<file path="src/rtl/zicsr_csr_file_pkg.sv">
// zicsr_csr_file_pkg: ZICSRType package holding CSR op encoding, per-CSR control struct and address constants.
`ifndef XLEN
`define XLEN 32
`endif
package ZICSRType;
  localparam int XLEN = `XLEN;
  localparam int NUM_CSRS = 4;
  typedef enum logic [1:0] {OP_RSVD = 2'b00, OP_RW = 2'b01, OP_RS = 2'b10, OP_RC = 2'b11} csrOp;
  typedef struct packed {
    logic [11:0]     Name;
    logic [XLEN-1:0] DefaultValue;
    logic            WriteEn;
    logic            ReadEn;
    logic            InternalWriteEn;
    logic [XLEN-1:0] InternalWriteData;
  } csrCtrl;
  localparam logic [11:0] ADDR_USTATUS   = 12'h000;
  localparam logic [11:0] ADDR_MSTATUS   = 12'h300;
  localparam logic [11:0] ADDR_MTVEC     = 12'h305;
  localparam logic [11:0] ADDR_MHARTID   = 12'hF14;
  localparam logic [11:0] ADDR_MCYCLE    = 12'hB00;
  localparam logic [11:0] ADDR_MINSTRET  = 12'hB02;
  localparam logic [11:0] ADDR_MCYCLEH   = 12'hB80;
  localparam logic [11:0] ADDR_MINSTRETH = 12'hB82;
endpackage

</file>
<file path="src/rtl/zicsr_csr_file_counter.sv">
// zicsr_counter: 64-bit counter with increment enable and half-word write port.
module zicsr_counter #(
  parameter int XLEN = 32
) (
  input  logic            clk,
  input  logic            reset,
  input  logic            inc,
  input  logic            wr_lo,
  input  logic            wr_hi,
  input  logic [XLEN-1:0] wr_data,
  output logic [63:0]     value
);
  localparam logic [63:0] LO_MASK = XLEN == 64 ? '1 : 64'h0000_0000_FFFF_FFFF;
  logic [63:0] wd, nxt;
  always_comb begin
    wd = 64'(wr_data);
    nxt = wr_lo ? (value & ~LO_MASK) | (wd & LO_MASK) : value;
    nxt[63:32] = wr_hi ? wd[31:0] : nxt[63:32];
  end
  // a written half wins outright: no increment, hence no carry into it
  always_ff @(posedge clk or negedge reset)
    if (!reset) value <= '0;
    else value <= wr_lo || wr_hi ? nxt : value + 64'(inc);
endmodule

</file>
<file path="src/rtl/zicsr_csr_file.sv">
// zicsr_csr_file: ZICSR CSR storage/access unit with a one-deep forwarding write buffer.
// Define ZICSR_COUNTERS_EN to add 64-bit mcycle/minstret counters.
module zicsr_csr_file
  import ZICSRType::*;
#(
  parameter int NUM_CSRS = ZICSRType::NUM_CSRS
) (
  input  logic            clk,
  input  logic            reset,
  input  csrCtrl          csr_ctrl [NUM_CSRS],
  input  logic            req_valid,
  output logic            req_ready,
  input  logic [11:0]     req_addr,
  input  logic [1:0]      req_op,
  input  logic [XLEN-1:0] req_src,
  input  logic            req_rd_nz,
  input  logic            req_src_nz,
  input  logic            stall,
  input  logic            flush,
  input  logic            instr_retire,
  output logic [XLEN-1:0] rd_data,
  output logic            illegal
);
  localparam int NE = NUM_CSRS + 4;
  localparam int IW = $clog2(NE);
  localparam logic [0:0] INIT = 1'b0, RUN = 1'b1;
  localparam logic [11:0] CNT_ADDR [4] = '{ADDR_MCYCLE, ADDR_MINSTRET, ADDR_MCYCLEH, ADDR_MINSTRETH};
  logic [0:0]      state;
  logic [XLEN-1:0] regs [NUM_CSRS];
  logic            pend_valid, commit, accept_wr, active, hit, rd_en, wr_en;
  logic [IW-1:0]   pend_idx, idx;
  logic [XLEN-1:0] pend_data, old_val, new_val;
  logic [11:0]     ent_name [NE];
  logic            ent_on [NE], ent_re [NE], ent_we [NE];
  logic [XLEN-1:0] ent_val [NE], cnt_val [4];
  logic [63:0]     mcycle, minstret;
`ifdef ZICSR_COUNTERS_EN
  localparam bit CNT_ON = 1'b1;
  // entries NUM_CSRS+0..3 are mcycle, minstret, mcycleh, minstreth
  zicsr_counter #(.XLEN(XLEN)) u_mcycle (
    .clk, .reset, .inc(state == RUN),
    .wr_lo(commit && pend_idx == IW'(NUM_CSRS)), .wr_hi(commit && pend_idx == IW'(NUM_CSRS + 2)),
    .wr_data(pend_data), .value(mcycle)
  );
  zicsr_counter #(.XLEN(XLEN)) u_minstret (
    .clk, .reset, .inc(instr_retire),
    .wr_lo(commit && pend_idx == IW'(NUM_CSRS + 1)), .wr_hi(commit && pend_idx == IW'(NUM_CSRS + 3)),
    .wr_data(pend_data), .value(minstret)
  );
`else
  localparam bit CNT_ON = 1'b0;
  logic unused_retire;
  assign unused_retire = instr_retire;
  assign mcycle = '0;
  assign minstret = '0;
`endif
  assign cnt_val[0] = mcycle[XLEN-1:0];
  assign cnt_val[1] = minstret[XLEN-1:0];
  assign cnt_val[2] = XLEN'(mcycle[63:32]);
  assign cnt_val[3] = XLEN'(minstret[63:32]);
  always_comb begin
    for (int i = 0; i < NUM_CSRS; i++) begin
      ent_name[i] = csr_ctrl[i].Name;
      ent_on[i] = 1'b1;
      ent_re[i] = csr_ctrl[i].ReadEn;
      ent_we[i] = csr_ctrl[i].WriteEn;
      ent_val[i] = regs[i];
    end
    for (int i = 0; i < 4; i++) begin
      ent_name[NUM_CSRS+i] = CNT_ADDR[i];
      ent_on[NUM_CSRS+i] = CNT_ON && (i < 2 || XLEN == 32);
      ent_re[NUM_CSRS+i] = 1'b1;
      ent_we[NUM_CSRS+i] = 1'b1;
      ent_val[NUM_CSRS+i] = cnt_val[i];
    end
    hit = 1'b0;
    idx = '0;
    for (int i = NE - 1; i >= 0; i--)
      if (ent_on[i] && ent_name[i] == req_addr) begin
        hit = 1'b1;
        idx = IW'(i);
      end
    rd_en = req_op != OP_RW || req_rd_nz;
    wr_en = req_op == OP_RW || req_src_nz;
    old_val = pend_valid && pend_idx == idx && !flush ? pend_data : ent_val[idx];
    new_val = req_op == OP_RS ? old_val | req_src : req_op == OP_RC ? old_val & ~req_src : req_src;
    active = state == RUN && req_valid;
    illegal = active && (req_op == OP_RSVD || !hit || (rd_en && !ent_re[idx]) ||
              (wr_en && (!ent_we[idx] || req_addr[11:10] == 2'b11)));
    rd_data = active && hit && rd_en ? old_val : '0;
  end
  assign req_ready = state == RUN;
  assign accept_wr = active && !stall && !illegal && !flush && wr_en;
  assign commit = pend_valid && !flush;
  always_ff @(posedge clk or negedge reset)
    if (!reset) begin
      state <= INIT;
      pend_valid <= 1'b0;
      pend_idx <= '0;
      pend_data <= '0;
    end else begin
      state <= RUN;
      pend_valid <= accept_wr;
      if (accept_wr) begin
        pend_idx <= idx;
        pend_data <= new_val;
      end
    end
  // an internal write outranks a same-cycle commit to the same entry
  always_ff @(posedge clk or negedge reset)
    if (!reset) for (int i = 0; i < NUM_CSRS; i++) regs[i] <= '0;
    else
      for (int i = 0; i < NUM_CSRS; i++)
        regs[i] <= state == INIT ? csr_ctrl[i].DefaultValue :
                   csr_ctrl[i].InternalWriteEn ? csr_ctrl[i].InternalWriteData :
                   commit && pend_idx == IW'(i) ? pend_data : regs[i];
endmodule

</file>
<file path="config.mk">
export PLATFORM = sky130hd
export DESIGN_NAME = zicsr_csr_file
export DESIGN_NICKNAME = d
export VERILOG_FILES = /design/src/rtl/zicsr_csr_file_pkg.sv /design/src/rtl/zicsr_csr_file_counter.sv /design/src/rtl/zicsr_csr_file.sv
export SDC_FILE = /design/constraint.sdc
export NUM_CORES = 1
export LEC_CHECK = 0
export CAP_MARGIN = 40
export CORE_MARGIN = 1.5
export CORE_UTILIZATION = 50
export CTS_BUF_LIST = sky130_fd_sc_hd__clkbuf_4 sky130_fd_sc_hd__clkbuf_8
export DETAILED_ROUTE_END_ITERATION = 12
export GPL_TIMING_DRIVEN = 0
export PLACE_DENSITY = 0.87
export SLEW_MARGIN = 20
export SYNTH_ARGS = -nofsm -noshare
export SYNTH_HDL_FRONTEND = slang
export SYNTH_HIERARCHICAL = 1
export SYNTH_SLANG_ARGS = --single-unit
</file>
<file path="constraint.sdc">
create_clock -name clk -period 5.8 [get_ports clk]
set_clock_uncertainty 0.2 [all_clocks]
set_input_delay 0.58 -clock clk [delete_from_list [all_inputs] [get_ports clk]]
set_output_delay 0.58 -clock clk [all_outputs]
set_load 0.005 [all_outputs]
</file>
# Yosys cells after proc, flatten, opt, wreduce, memory -nomap -nowiden
# Cells that the tools add are included.
# classes
n_lt_le_gt_ge	1
eq_ne	17
mux	33
bitwise	4
n_reduce_logical	31
# ops
op	n
$mux W32	18
$bmux W32 S3	1
$eq A12 B12 Y1	4
$and A32 B32 Y32	1
$not A32 Y32	1
$or A32 B32 Y32	1
$logic_and A1 B1 Y1	17
$ne A3 B2 Y1 const B	4
$mux W1	8
$mux W2	4
$bmux W1 S3	2
$eq A2 B2 Y1 const B	3
$eq A3 B2 Y1 const B	2
$logic_not A1 Y1	6
$logic_or A1 B1 Y1	6
$ge A4 B4 Y1 const B	1
$not A3 Y4	1
$eq A3 B1 Y1 const B	1
$eq A3 B3 Y1	1
$logic_not A3 Y1	1
$eq A2 B1 Y1 const B	1
$logic_not A2 Y1	1
$ne A2 B1 Y1 const B	1
# word_totals
reg_bits	165
input_bits	370
wordCells	94

# Logic depth before layout (Yosys ltp)
# Gate-level depths: netlist (run 1).
# depth
ltp_word	18
depth_mapped	12
ltp_nobuf	8

# Worst setup path after synthesis (run 1)
# Ideal clock, no wire load.
# synth_path
kind	input to output
startpoint	input req_addr[11]
endpoint	output rd_data[10]
t_arrival_ns	3.026
required_ns	5.020
slack_ns	1.994
cell_stages	11
n_path_buf	3
path_cell_list	buf_2 xnor2_1 nand4_2 or3_4 a211oi_2 mux2i_1 clkbuf_1 clkbuf_1 nand3_1 o21ai_0 nor2b_1
# synth_via
elab_chain_len	11
word_cells_on_any_way	23
cone_classes	eq/ne (5); mux (13); bitwise (1); reduce/logical (4)
# synth_lines
item	line	source
from (decl)	zicsr_csr_file.sv:13	input logic [11:0] req_addr,
$eq A12 B12 Y1	zicsr_csr_file.sv:79	if (ent_on[i] && ent_name[i] == req_addr) begin
$mux W2 (4 in series)	zicsr_csr_file.sv:79	
$not A3 Y4 (not written as such)	zicsr_csr_file.sv:85	old_val = pend_valid && pend_idx == idx && !flush ? pend_data : ent_val[idx];
$bmux W32 S3	zicsr_csr_file.sv:85	
$mux W32 (not written as such) (2 in series)	zicsr_csr_file.sv:85	
$mux W32	zicsr_csr_file.sv:85	
$mux W32 *	zicsr_csr_file.sv:90	rd_data = active && hit && rd_en ? old_val : '0;
to (decl)	zicsr_csr_file.sv:21	output logic [XLEN-1:0] rd_data,
# Every way passes the cells marked *; elsewhere a longest branch is shown, timed or not. The select of a mux whose other input is x is not followed.

# Worst setup path in the final report (run 1)
# layout_path
startpoint	input req_addr[0]
endpoint	output rd_data[4]
# Same word-level chain as after synthesis.

==> summary.txt, run 1 <==
Logic synthesis
  • Part of the Yosys area used for sequential elements: 0.346
  • Synth area leaders: sky130_fd_sc_hd__dfrtp_1 35%, sky130_fd_sc_hd__mux2i_1 11%, sky130_fd_sc_hd__o21ai_0 6.8%
  • Count of yosys warnings during synthesis: 6
  • Avg Cell Area, Syn: 8.04 sq um
  • Register bit total from synthesis: between 150 and 200
  • Top cells by count, synth: 167 x sky130_fd_sc_hd__nor2_1, 166 x sky130_fd_sc_hd__nand2_1, 164 x sky130_fd_sc_hd__dfrtp_1, 160 x sky130_fd_sc_hd__o21ai_0, 133 x sky130_fd_sc_hd__a21oi_1
  • Library cell occupying the most area in the post-synthesis netlist: sky130_fd_sc_hd__dfrtp_1
  • Cell count after synthesis: between 1k and 1.5k
  • Cell area after technology mapping: between 10,000 and 15,000 sq um
  • Distinct cell type count after synthesis: 45
  • Most common cell in the synthesized netlist: sky130_fd_sc_hd__nor2_1
  • Number of nets in the synthesized netlist: about 1.8k
  • Post-synth top flop: sky130_fd_sc_hd__dfrtp_1
  • Post-synth ARST share: 1.00
  • Area share of the largest cell type after synthesis: 0.346
  • EDFF count, synth: 0

Setup path
  • Buffers and inverters on the worst path: 3
  • Logic depth of the worst path, buffers included: 11
  • Worst endpoint data arrival time: between 4000 and 5000 ps
  • Required time worst endpoint: 5020 ps
  • Startpoint type of the worst setup path: primary input
  • Critical path's slowest cell: sky130_fd_sc_hd__nor4_1
  • Worst setup startpoint: req_addr[0]
  • CP peak stage delay: 570 ps
  • Endpoint of the most critical setup path: rd_data[4]
  • Crit-path cells: clkdlybuf4s50_1 -> xor2_1 -> nor4_1 -> nand3_1 -> a211oi_2 -> mux2i_4 -> clkbuf_1 -> nand3_1 -> o21ai_0 -> nor2b_1 -> clkdlybuf4s50_1
  • Worst flop-to-flop path endpoint: pend_data[17]$_DFFE_PN0P_
  • Largest delay share family, worst path: buffers and inverters
  • Startpoint of the lowest-slack register-to-register path: pend_valid$_DFF_PN0_
  • Depth of the most critical reg-to-reg path: 9
  • Critical setup path kind: in -> out
  • Worst-case register-to-register setup slack: between 2000 and 3000 ps
  • Capturing element type of the critical path: output port
  • Critical Path Fanout Max: 10

Place
  • Placed cell count: 2,195
  • Post-detail-place hpwl: just over 40,000 um
  • GPL Wtd Cong: 0.992
  • Instance area after placement: 16,300 sq um
  • Number of I/O port buffers: slightly below 400

Floorplanning
  • Starting density of the core: 0.507
  • Number of placed I/O pins: 404
  • Die Footprint: approximately 25,000 sq um
  • FP Rows: 56
  • Height of the die: 157 um
  • Total core area: about 23,000 sq um
  • DIE WIDTH: ~160 um

Cells and area
  • Number of fill cells in the layout: about 1.9k
  • Ratio of cells with drive above 1 in the final layout: 0.0596
  • Cell area after layout: 16,900 sq um
  • Sequential Area: just over 4000 sq um
  • Footprint of the multi-input gates: slightly above 7000 sq um
  • P&R area growth vs syn: 42.4%
  • NumNets Final: 2,272
  • Number of non-filler instances in the completed layout: 2,237

Clock network
  • Insertion delay of the later-clocked pin in the worst-skew pair: about 480 ps
  • Max Buffers Root-to-Sink: 2
  • TritonCTS clock tree: built
  • Maximum level of the CTS H-tree: 4
  • Sink count of the clock tree: around 160
  • Clock root buffer: sky130_fd_sc_hd__clkbuf_8
  • Clock buffer count from CTS: 17
  • Clock input transition at the sequential cells of the worst setup and hold paths: 90 ps

Power
  • Switching power summed over all nets: slightly below 0.9 mW
  • Switching Share: 0.287
  • Peak ir drop on the vdd network: 0.122 mV
  • Total power per unit cell area: between 150 and 200 nW/um^2
  • Share of total power in sequential cells: 0.419
  • Internal power contribution: 2.18 mW
  • Proportion of power drawn by combinational gates: 0.245
  • Leakage power: roughly 6.9 nW
  • Portion of total power attributed to the clock network: 0.335

STA
  • Relative slew margins: 0.427
  • Setup TNS Final: 0 ps
  • Unrepaired setup endpoints after global routing: no
  • Worst hold slack: approximately 290 ps
  • Transition time at the pin with the least slew margin: 859 ps
  • Fmax: between 150 and 200 MHz
  • Number of hold-slack violations in the final timing report: 0
  • Final max-slew violation count: 0
  • Shortest clock period the worst path allows after layout: ~5500 ps
  • Final setup violation count: 0
  • Period utilisation layout: 0.945

Global routing
  • Final global-route overflow total: 0
  • Vias in the first global route: 13.7k
  • Maximum number of pins on one net before global-route repair: 84
  • Antenna violations before repair: 3
  • Global-route wire length before repair: about 80,000 um
  • Total global-route track usage: 0.427

Route
  • DR DRC count: 0
  • Iter 0 DRT Violations: around 1.8k
  • Routed via count: 14.2k
  • Final ANT Viol Nets: 0
  • Detailed-route wire length: around 54,000 um
  • Per-cell routed wire length: approximately 24 um
  • Number of vias per cell after detailed routing: between 6 and 7
  • First-pass DRT Iterations: 6

Hold path
  • Worst min-delay path class: reg -> reg

Flow run
  • Max cap viols: 0

Run status
  • Status: complete, no violations
==> worst min path at each step <==
| stage | start | end | slack (ps) | cells after the start |
|---|---|---|---|---|
| 2_1_floorplan | reset | ent_val[128]$_DFFE_PN0P_ | 80 | 0 |
| 3_3_place_gp | ent_val[175]$_DFFE_PN0P_ | ent_val[175]$_DFFE_PN0P_ | 260 | 2 |
| 3_5_place_dp | ent_val[181]$_DFFE_PN0P_ | ent_val[181]$_DFFE_PN0P_ | 270 | 2 |
| 4_1_cts | ent_val[162]$_DFFE_PN0P_ | ent_val[162]$_DFFE_PN0P_ | 290 | 2 |
| 5_1_grt | ent_val[215]$_DFFE_PN0P_ | ent_val[215]$_DFFE_PN0P_ | 310 | 2 |
| 6_report | ent_val[223]$_DFFE_PN0P_ | ent_val[223]$_DFFE_PN0P_ | 290 | 2 |
==> flip-flops by register name, summed over array words and instances, names as in the netlist <==
| signal | count |
|---|---|
| ent_val | 128 |
| pend_data | 32 |
| pend_idx | 2 |
| pend_valid | 1 |
| req_ready | 1 |
==> layout make-up <==
cell class,instances,share of cell area
Clock buffer,19,0.0151
Inverter,36,0.00800
Tap cell,319,0.0236
Clock inverter,12,0.0135
Sequential cell,164,0.243
Buffer,138,0.0348
Multi-Input combinational cell,1136,0.418
Antenna cell,4,0.000593
Timing Repair Buffer,409,0.243
==> placed cells by master, fill, tap and decap left out, types with 11 or more instances in the layout <==
cell                                n
sky130_fd_sc_hd__a2111oi_0         31
sky130_fd_sc_hd__a21o_1            32
sky130_fd_sc_hd__a21oi_1          133
sky130_fd_sc_hd__a221o_1           32
sky130_fd_sc_hd__a311oi_1          31
sky130_fd_sc_hd__buf_1             20
sky130_fd_sc_hd__buf_2             14
sky130_fd_sc_hd__buf_4             11
sky130_fd_sc_hd__clkbuf_1          95
sky130_fd_sc_hd__clkbuf_8          18
sky130_fd_sc_hd__clkdlybuf4s50_1  395
sky130_fd_sc_hd__dfrtp_1          164
sky130_fd_sc_hd__inv_1             35
sky130_fd_sc_hd__mux2_2            34
sky130_fd_sc_hd__mux2i_1          128
sky130_fd_sc_hd__nand2_1          166
sky130_fd_sc_hd__nand3_1           33
sky130_fd_sc_hd__nor2_1           167
sky130_fd_sc_hd__nor2b_1           33
sky130_fd_sc_hd__nor4_1            39
sky130_fd_sc_hd__o21ai_0          160
sky130_fd_sc_hd__o22ai_1           31
sky130_fd_sc_hd__xnor2_1           24
sky130_fd_sc_hd__xor2_1            24
==> worst min-delay path, stage by stage (launching register included) <==
cell	delay, ps
sky130_fd_sc_hd__dfrtp_1	350
sky130_fd_sc_hd__nand2_1	50
sky130_fd_sc_hd__o21ai_0	60
==> repair_timing <==
item	CTS	global route
gates resized for setup	2	0
hold endpoints to repair	82	0
pin swaps	0	1
endpoints found under the setup margin	22	24
hold buffers	1	0
setup buffers	0	6
gates cloned	0	0
==> through the flow <==
step,setup slack (ps),total power [mW],util
after detailed placement,-286,2.03,0.697
after global routing,124,3.15,0.721
after floorplan,1990,1.59,-
final,320,3.06,0.722
after CTS,54.6,3.03,0.719
after global placement,-2770,2.01,0.693
==> power by group through the flow <==
stage               logic, mW  registers, mW  clock network, mW
floorplan               0.304           1.28                  0
global placement        0.706           1.30                  0
detailed placement      0.729           1.30                  0
CTS                     0.733           1.28               1.02
global route            0.796           1.29               1.06
finish                  0.750           1.28               1.03
==> cell families after synthesis <==
kind of cell    Yosys count  synth area share
other cells               1          0.000316
flops                   164             0.346
xor+xnor                 48            0.0354
simple gates            456             0.168
buf+inv                 175            0.0613
mux                     163             0.141
compound gates          468             0.247
==> layer usage <==
layer | share of wire | global-route usage | wire length (um) | vias up
met4 | 0.069 | 0.254 | 3710 | 2
li1 | - | - | - | 6171
met3 | 0.12 | 0.0831 | 6460 | 240
met5 | 0.00017 | 0 | 9 | -
met1 | 0.37 | 0.540 | 19900 | 6630
met2 | 0.44 | 0.678 | 23600 | 1172
(Power assumes the default switching activity.)
==> run 2: changes to the inputs <==
--- a/config.mk
+++ b/config.mk
@@ -11,7 +11,8 @@
 export CTS_BUF_LIST = sky130_fd_sc_hd__clkbuf_4 sky130_fd_sc_hd__clkbuf_8
 export DETAILED_ROUTE_END_ITERATION = 12
 export GPL_TIMING_DRIVEN = 0
-export PLACE_DENSITY = 0.87
+export PLACE_DENSITY = 0.86
+export RECOVER_POWER = 100
 export SLEW_MARGIN = 20
 export SYNTH_ARGS = -nofsm -noshare
 export SYNTH_HDL_FRONTEND = slang
==> run 2 against run 1 <==
The flow now finishes with violations (max-capacitance violations, max-slew violations); non-clock buffer count is 1 lower; sequential share of layout area is 0.17 points higher; maximum frequency is 3.9% lower; cell count is 0.18% lower; critical path depth is 1 lower.
==> summary.txt, run 2 (synthesis gave the netlist of run 1 again) <==
Flow run
  • Max cap viols: 2

Place
  • Post-Place Setup Slack: -234 ps
  • GPL Wtd Cong: a little under 1
  • Number of I/O port buffers: 396
  • Instance area after placement: 16,300 sq um
  • Post-detail-place hpwl: between 40,000 and 50,000 um

Power
  • Total power per unit cell area: roughly 180 nW/um^2
  • Peak ir drop on the vdd network: around 0.12 mV
  • Leakage power: roughly 6.9 nW

Cells and area
  • Max reg flops: 128
  • P&R area growth vs syn: 41.4%
  • Commonest non-fill, non-tap cells in the layout: 386 x sky130_fd_sc_hd__clkdlybuf4s50_1, 167 x sky130_fd_sc_hd__nor2_1, 166 x sky130_fd_sc_hd__nand2_1
  • Ratio of cells with drive above 1 in the final layout: 0.0544
  • Utilization after layout: 0.717
  • Commonest non-fill, non-tap cell in the layout: sky130_fd_sc_hd__clkdlybuf4s50_1
  • Cell area after layout: ~17,000 sq um
  • NumNets Final: 2,271

Setup path
  • Required time worst endpoint: roughly 5000 ps
  • Critical path's slowest cell: sky130_fd_sc_hd__nor3_1
  • Buffers and inverters on the worst path: 4
  • Largest delay share family, worst path: buffers and inverters
  • CP peak stage delay: 810 ps
  • Startpoint type of the worst setup path: primary input
  • Critical Path Fanout Max: 10
  • Crit-path cells: clkdlybuf4s50_1 -> xnor2_1 -> nand4_1 -> nor3_1 -> clkbuf_1 -> nor2_1 -> a221o_1 -> clkbuf_1 -> nor2b_1 -> clkdlybuf4s50_1
  • Capturing element type of the critical path: output port
  • Critical setup path kind: in -> out
  • Worst endpoint data arrival time: between 4000 and 5000 ps

Route
  • Iter 0 DRT Violations: 1,660
  • Routed via count: between 10k and 15k
  • Per-cell routed wire length: 24.5 um
  • Detailed-route wire length: between 50,000 and 60,000 um
  • First-pass DRT Iterations: 7
  • DR DRC count: 0
  • Final ANT Viol Nets: 0
  • Number of vias per cell after detailed routing: roughly 6.4

STA
  • Number of hold-slack violations in the final timing report: 0
  • Setup TNS Final: 0 ps
  • Shortest clock period the worst path allows after layout: roughly 5700 ps
  • Period utilisation layout: 0.983
  • Final max-slew violation count: 79
  • Worst setup slack after layout: roughly 100 ps
  • Worst hold slack: 288 ps
  • Transition time at the pin with the least slew margin: around 4000 ps
  • Relative slew margins: -1.60
  • Unrepaired setup endpoints after global routing: no
  • Fmax: between 150 and 200 MHz
  • Final setup violation count: 0

Clock network
  • Maximum level of the CTS H-tree: 4
  • Clock buffer count from CTS: 17
  • Clock root buffer: sky130_fd_sc_hd__clkbuf_8
  • Insertion delay of the later-clocked pin in the worst-skew pair: 480 ps
  • TritonCTS clock tree: built
  • Sink count of the clock tree: between 150 and 200
  • Clock input transition at the sequential cells of the worst setup and hold paths: ~90 ps
  • Max Buffers Root-to-Sink: 2

Hold path
  • Worst min-delay path class: reg -> reg

Floorplanning
  • Height of the die: 157 um
  • Number of placed I/O pins: ~400
  • DIE WIDTH: about 160 um
  • Total core area: around 23,000 sq um
  • Die Footprint: between 20,000 and 25,000 sq um
  • Starting density of the core: 0.507
  • FP Rows: 56

Global routing
  • Final global-route overflow total: 0
  • Total global-route track usage: 0.438
  • Antenna violations before repair: 2
  • Vias in the first global route: 13.9k
  • Global-route wire length before repair: 80,100 um
  • Maximum number of pins on one net before global-route repair: 88

Run status
  • Failing checks: max-capacitance violations, max-slew violations
  • Status: finished, violations left
==> run 2: cell types whose count changed in the layout (fill, tap and decap cells not counted), sizes merged, moves of 3 or more <==
cell,before,now
clkdlybuf4s50,395,386
clkbuf,114,118
diode,4,1
buf,56,50
dlygate4sd3,1,10
==> run 2: final timing paths <==
kind | startpoint | endpoint | slack (ps) | cells after the start
min reg2reg | ent_val[134]$_DFFE_PN0P_ | ent_val[134]$_DFFE_PN0P_ | 290 | 2
max reg2reg | pend_valid$_DFF_PN0_ | pend_data[17]$_DFFE_PN0P_ | 2740 | 9
max | req_addr[3] | rd_data[5] | 100 | 10
min | ent_val[134]$_DFFE_PN0P_ | ent_val[134]$_DFFE_PN0P_ | 290 | 2
min in group asynchronous | reset | pend_data[23]$_DFFE_PN0P_ | 1980 | 2
max in group asynchronous | reset | ent_val[209]$_DFFE_PN0P_ | 1170 | 2
==> run 2: worst register-to-register path, cell delays in order, from the launching register on <==
cell and delay, ps:
sky130_fd_sc_hd__dfrtp_1 340, sky130_fd_sc_hd__nor2b_1 120, sky130_fd_sc_hd__clkbuf_1 240, sky130_fd_sc_hd__nand2_1 110, sky130_fd_sc_hd__mux2i_2 330, sky130_fd_sc_hd__buf_4 340, sky130_fd_sc_hd__clkbuf_1 490, sky130_fd_sc_hd__a2111oi_0 220
sky130_fd_sc_hd__a221o_1 300, sky130_fd_sc_hd__mux2_2 260
==> run 2: report_power, final <==
part           switching [mW]  internal, mW
clock                   0.466         0.478
sequential             0.0524          1.23
combinational           0.372         0.382
==> run 2: area by class of cell <==
type                            instances  area (sq um)
Multi-Input combinational cell       1136          7030
Fill cell                            1954          6630
Sequential cell                       164          4100
Timing Repair Buffer                  409          4100
Buffer                                137           571
Tap cell                              319           399
Clock buffer                           19           249
Clock inverter                         12           181
Inverter                               36           135
Antenna cell                            1          2.50
==> run 2: metal layers <==
layer | vias to the layer above | share of wire | GRT usage
li1 | 6162 | - | -
met1 | 6771 | 0.37 | 0.545
met3 | 254 | 0.12 | 0.0942
met5 | - | 0.00022 | 0
met2 | 1086 | 0.44 | 0.685
met4 | 2 | 0.072 | 0.295
==> run 2: through the flow <==
step,power [mW],std cells
6_report,2.98,2233
5_1_grt,3.06,2233
4_1_cts,2.94,2226
3_5_place_dp,2.03,2195
3_3_place_gp,2.01,2190
2_1_floorplan,1.59,1475
==> run 2: what timing repair did <==
item | 4_1_cts | 5_1_grt
setup buffers | 0 | 3
cloned | 0 | 0
endpoints found under the hold margin | 77 | 0
hold buffers | 1 | 0
endpoints found under the setup margin | 9 | 3
pin swaps | 0 | 1
gates resized for setup | 2 | 0
==> run 3: changes to the inputs <==
--- a/config.mk
+++ b/config.mk
@@ -7,11 +7,11 @@
 export LEC_CHECK = 0
 export CAP_MARGIN = 40
 export CORE_MARGIN = 1.5
-export CORE_UTILIZATION = 50
+export CORE_UTILIZATION = 45
 export CTS_BUF_LIST = sky130_fd_sc_hd__clkbuf_4 sky130_fd_sc_hd__clkbuf_8
 export DETAILED_ROUTE_END_ITERATION = 12
 export GPL_TIMING_DRIVEN = 0
-export PLACE_DENSITY = 0.86
+export PLACE_DENSITY = 0.78
 export RECOVER_POWER = 100
 export SLEW_MARGIN = 20
 export SYNTH_ARGS = -nofsm -noshare
==> run 3 against run 2 <==
The flow still finishes with violations (max-capacitance violations, max-slew violations); first-iteration DRC count is 12% lower; worst setup slack improved by 4.9 ps; critical endpoint is now rd_data[1]; total power is 0.22% lower; design area up 0.25%; largest cell class unchanged; utilization shrank 7.0 points; largest power group unchanged; combinational power shrank 2%.
==> summary.txt, run 3 (synthesis gave the netlist of run 1 again) <==
Power
  • Switching Share: 0.303
  • Post-layout power: 2.97 mW
  • Proportion of power drawn by combinational gates: 0.249
  • Portion of total power attributed to the clock network: 0.321
  • Peak ir drop on the vdd network: between 0.1 and 0.15 mV
  • Switching power summed over all nets: 0.900 mW
  • Internal power contribution: roughly 2.1 mW
  • Leakage power: around 7 nW
  • Share of total power in sequential cells: 0.431
  • Total power per unit cell area: between 150 and 200 nW/um^2

Route
  • Iter 0 DRT Violations: 1,462
  • Detailed-route wire length: about 54,000 um
  • Routed via count: around 14k
  • First-pass DRT Iterations: 6
  • Final ANT Viol Nets: 0
  • Per-cell routed wire length: between 20 and 25 um
  • Number of vias per cell after detailed routing: between 6 and 7
  • DR DRC count: 0

STA
  • Worst setup slack after layout: about 100 ps
  • Shortest clock period the worst path allows after layout: between 5000 and 6000 ps
  • Period utilisation layout: 0.982
  • Worst hold slack: a little under 300 ps
  • Final max-slew violation count: between 150 and 200
  • Unrepaired setup endpoints after global routing: no
  • Number of hold-slack violations in the final timing report: 0
  • Final setup violation count: 0
  • Transition time at the pin with the least slew margin: ~2300 ps
  • Setup TNS Final: 0 ps
  • Relative slew margins: -0.554
  • Fmax: 176 MHz

Clock network
  • Maximum level of the CTS H-tree: 4
  • Clock root buffer: sky130_fd_sc_hd__clkbuf_8
  • Insertion delay of the later-clocked pin in the worst-skew pair: around 500 ps
  • Max Buffers Root-to-Sink: 2
  • Clock input transition at the sequential cells of the worst setup and hold paths: about 90 ps
  • Sink count of the clock tree: 164
  • TritonCTS clock tree: built
  • Clock buffer count from CTS: 17

Setup path
  • Worst-case register-to-register setup slack: 2750 ps
  • Worst flop-to-flop path endpoint: pend_data[18]$_DFFE_PN0P_
  • Critical Path Fanout Max: 13
  • Startpoint of the lowest-slack register-to-register path: pend_valid$_DFF_PN0_
  • Crit-path cells: clkdlybuf4s50_1 -> xnor2_1 -> nand4_1 -> or3_4 -> a211oi_2 -> mux2i_2 -> buf_4 -> clkbuf_2 -> nand3_1 -> o21ai_0 -> nor2b_1 -> clkdlybuf4s50_1
  • Startpoint type of the worst setup path: primary input
  • Required time worst endpoint: approximately 5000 ps
  • CP peak stage delay: 660 ps
  • Critical setup path kind: in -> out
  • Critical path's slowest cell: sky130_fd_sc_hd__clkdlybuf4s50_1
  • Capturing element type of the critical path: output port
  • Most numerous cell on the critical path: sky130_fd_sc_hd__clkdlybuf4s50_1
  • Largest delay share family, worst path: buffers and inverters
  • Buffers and inverters on the worst path: 4
  • Depth of the most critical reg-to-reg path: 9
  • Worst endpoint data arrival time: ~4900 ps

Global routing
  • Antenna violations before repair: 4
  • Total global-route track usage: 0.384
  • Vias in the first global route: approximately 13k
  • Global-route wire length before repair: slightly below 80,000 um
  • Maximum number of pins on one net before global-route repair: 91
  • Final global-route overflow total: 0

Cells and area
  • Cell area after layout: 16,800 sq um
  • NumNets Final: approximately 2.3k
  • Utilization after layout: 0.647
  • Number of non-filler instances in the completed layout: about 2.3k
  • Ratio of cells with drive above 1 in the final layout: 0.0558
  • Max reg flops: approximately 130
  • P&R area growth vs syn: 41.8%
  • Commonest non-fill, non-tap cell in the layout: sky130_fd_sc_hd__clkdlybuf4s50_1
  • Commonest non-fill, non-tap cells in the layout: 372 x sky130_fd_sc_hd__clkdlybuf4s50_1, 167 x sky130_fd_sc_hd__nor2_1, 166 x sky130_fd_sc_hd__nand2_1

Floorplanning
  • Starting density of the core: 0.456
  • Number of placed I/O pins: ~400
  • DIE WIDTH: around 170 um
  • Height of the die: 165 um
  • Total core area: approximately 26,000 sq um
  • Die Footprint: ~27,000 sq um
  • FP Rows: between 50 and 60

Place
  • GPL Wtd Cong: 0.945
  • Placed cell count: ~2.2k
  • Instance area after placement: between 15,000 and 20,000 sq um
  • Post-Place Setup Slack: -486 ps
  • Post-detail-place hpwl: 41,400 um
  • Number of I/O port buffers: just under 400

Hold path
  • Hold path depth: 2
  • Hold-critical path endpoint: ent_val[176]$_DFFE_PN0P_
  • Worst hold start: ent_val[176]$_DFFE_PN0P_
  • Worst min-delay path class: reg -> reg

Run status
  • Failing checks: max-capacitance violations, max-slew violations
  • Status: finished, violations left

Flow run
  • Max cap viols: 3
==> run 3: power groups by stage <==
stage	sequential (mW)	combinational (mW)	clock, mW
final	1.28	0.739	0.954
after floorplan	1.28	0.304	0
after detailed placement	1.30	0.726	0
after global routing	1.29	0.791	0.997
after CTS	1.28	0.730	0.946
after global placement	1.30	0.707	0
==> run 3: how the worst max path moves through the flow <==
stage	from	cells after the start	end
after detailed placement	req_addr[3]	13	rd_data[1]
after floorplan	req_addr[11]	11	rd_data[10]
final	req_addr[7]	12	rd_data[1]
after global placement	reset	1	ent_val[135]$_DFFE_PN0P_
after global routing	req_addr[0]	14	rd_data[31]
after CTS	req_addr[0]	13	rd_data[1]
==> run 3: timing repair <==
item | 4_1_cts | 5_1_grt
endpoints found under the setup margin | 30 | 10
pin swaps | 1 | 2
buffers inserted | 0 | 4
hold buffers | 1 | 0
hold endpoints to repair | 89 | 0
resized for setup | 2 | 0
==> run 3: layer usage <==
metal | GRT usage | part of all wire | up-vias
met2 | 0.626 | 0.46 | 911
met1 | 0.488 | 0.39 | 6593
met5 | 0 | 0.00052 | -
met3 | 0.0754 | 0.10 | 160
met4 | 0.188 | 0.044 | 4
li1 | - | - | 6187
==> run 3: worst min-delay path, delay by kind of cell, from the launching register on <==
kind	cells	cell delay [ps]
DFF	1	350
and+or+nand+nor	1	50
AOI/OAI and AO/OA	1	60
==> run 3: area by class of cell <==
type | count | area (sq um)
well taps | 335 | 419
clock inverters | 13 | 183
multi-input cells | 1136 | 7030
inverters | 36 | 135
repair buffers | 413 | 4100
plain buffers | 138 | 573
fillers | 2296 | 9170
clock buffers | 19 | 262
flip-flops and latches | 164 | 4100
diodes | 2 | 5.00
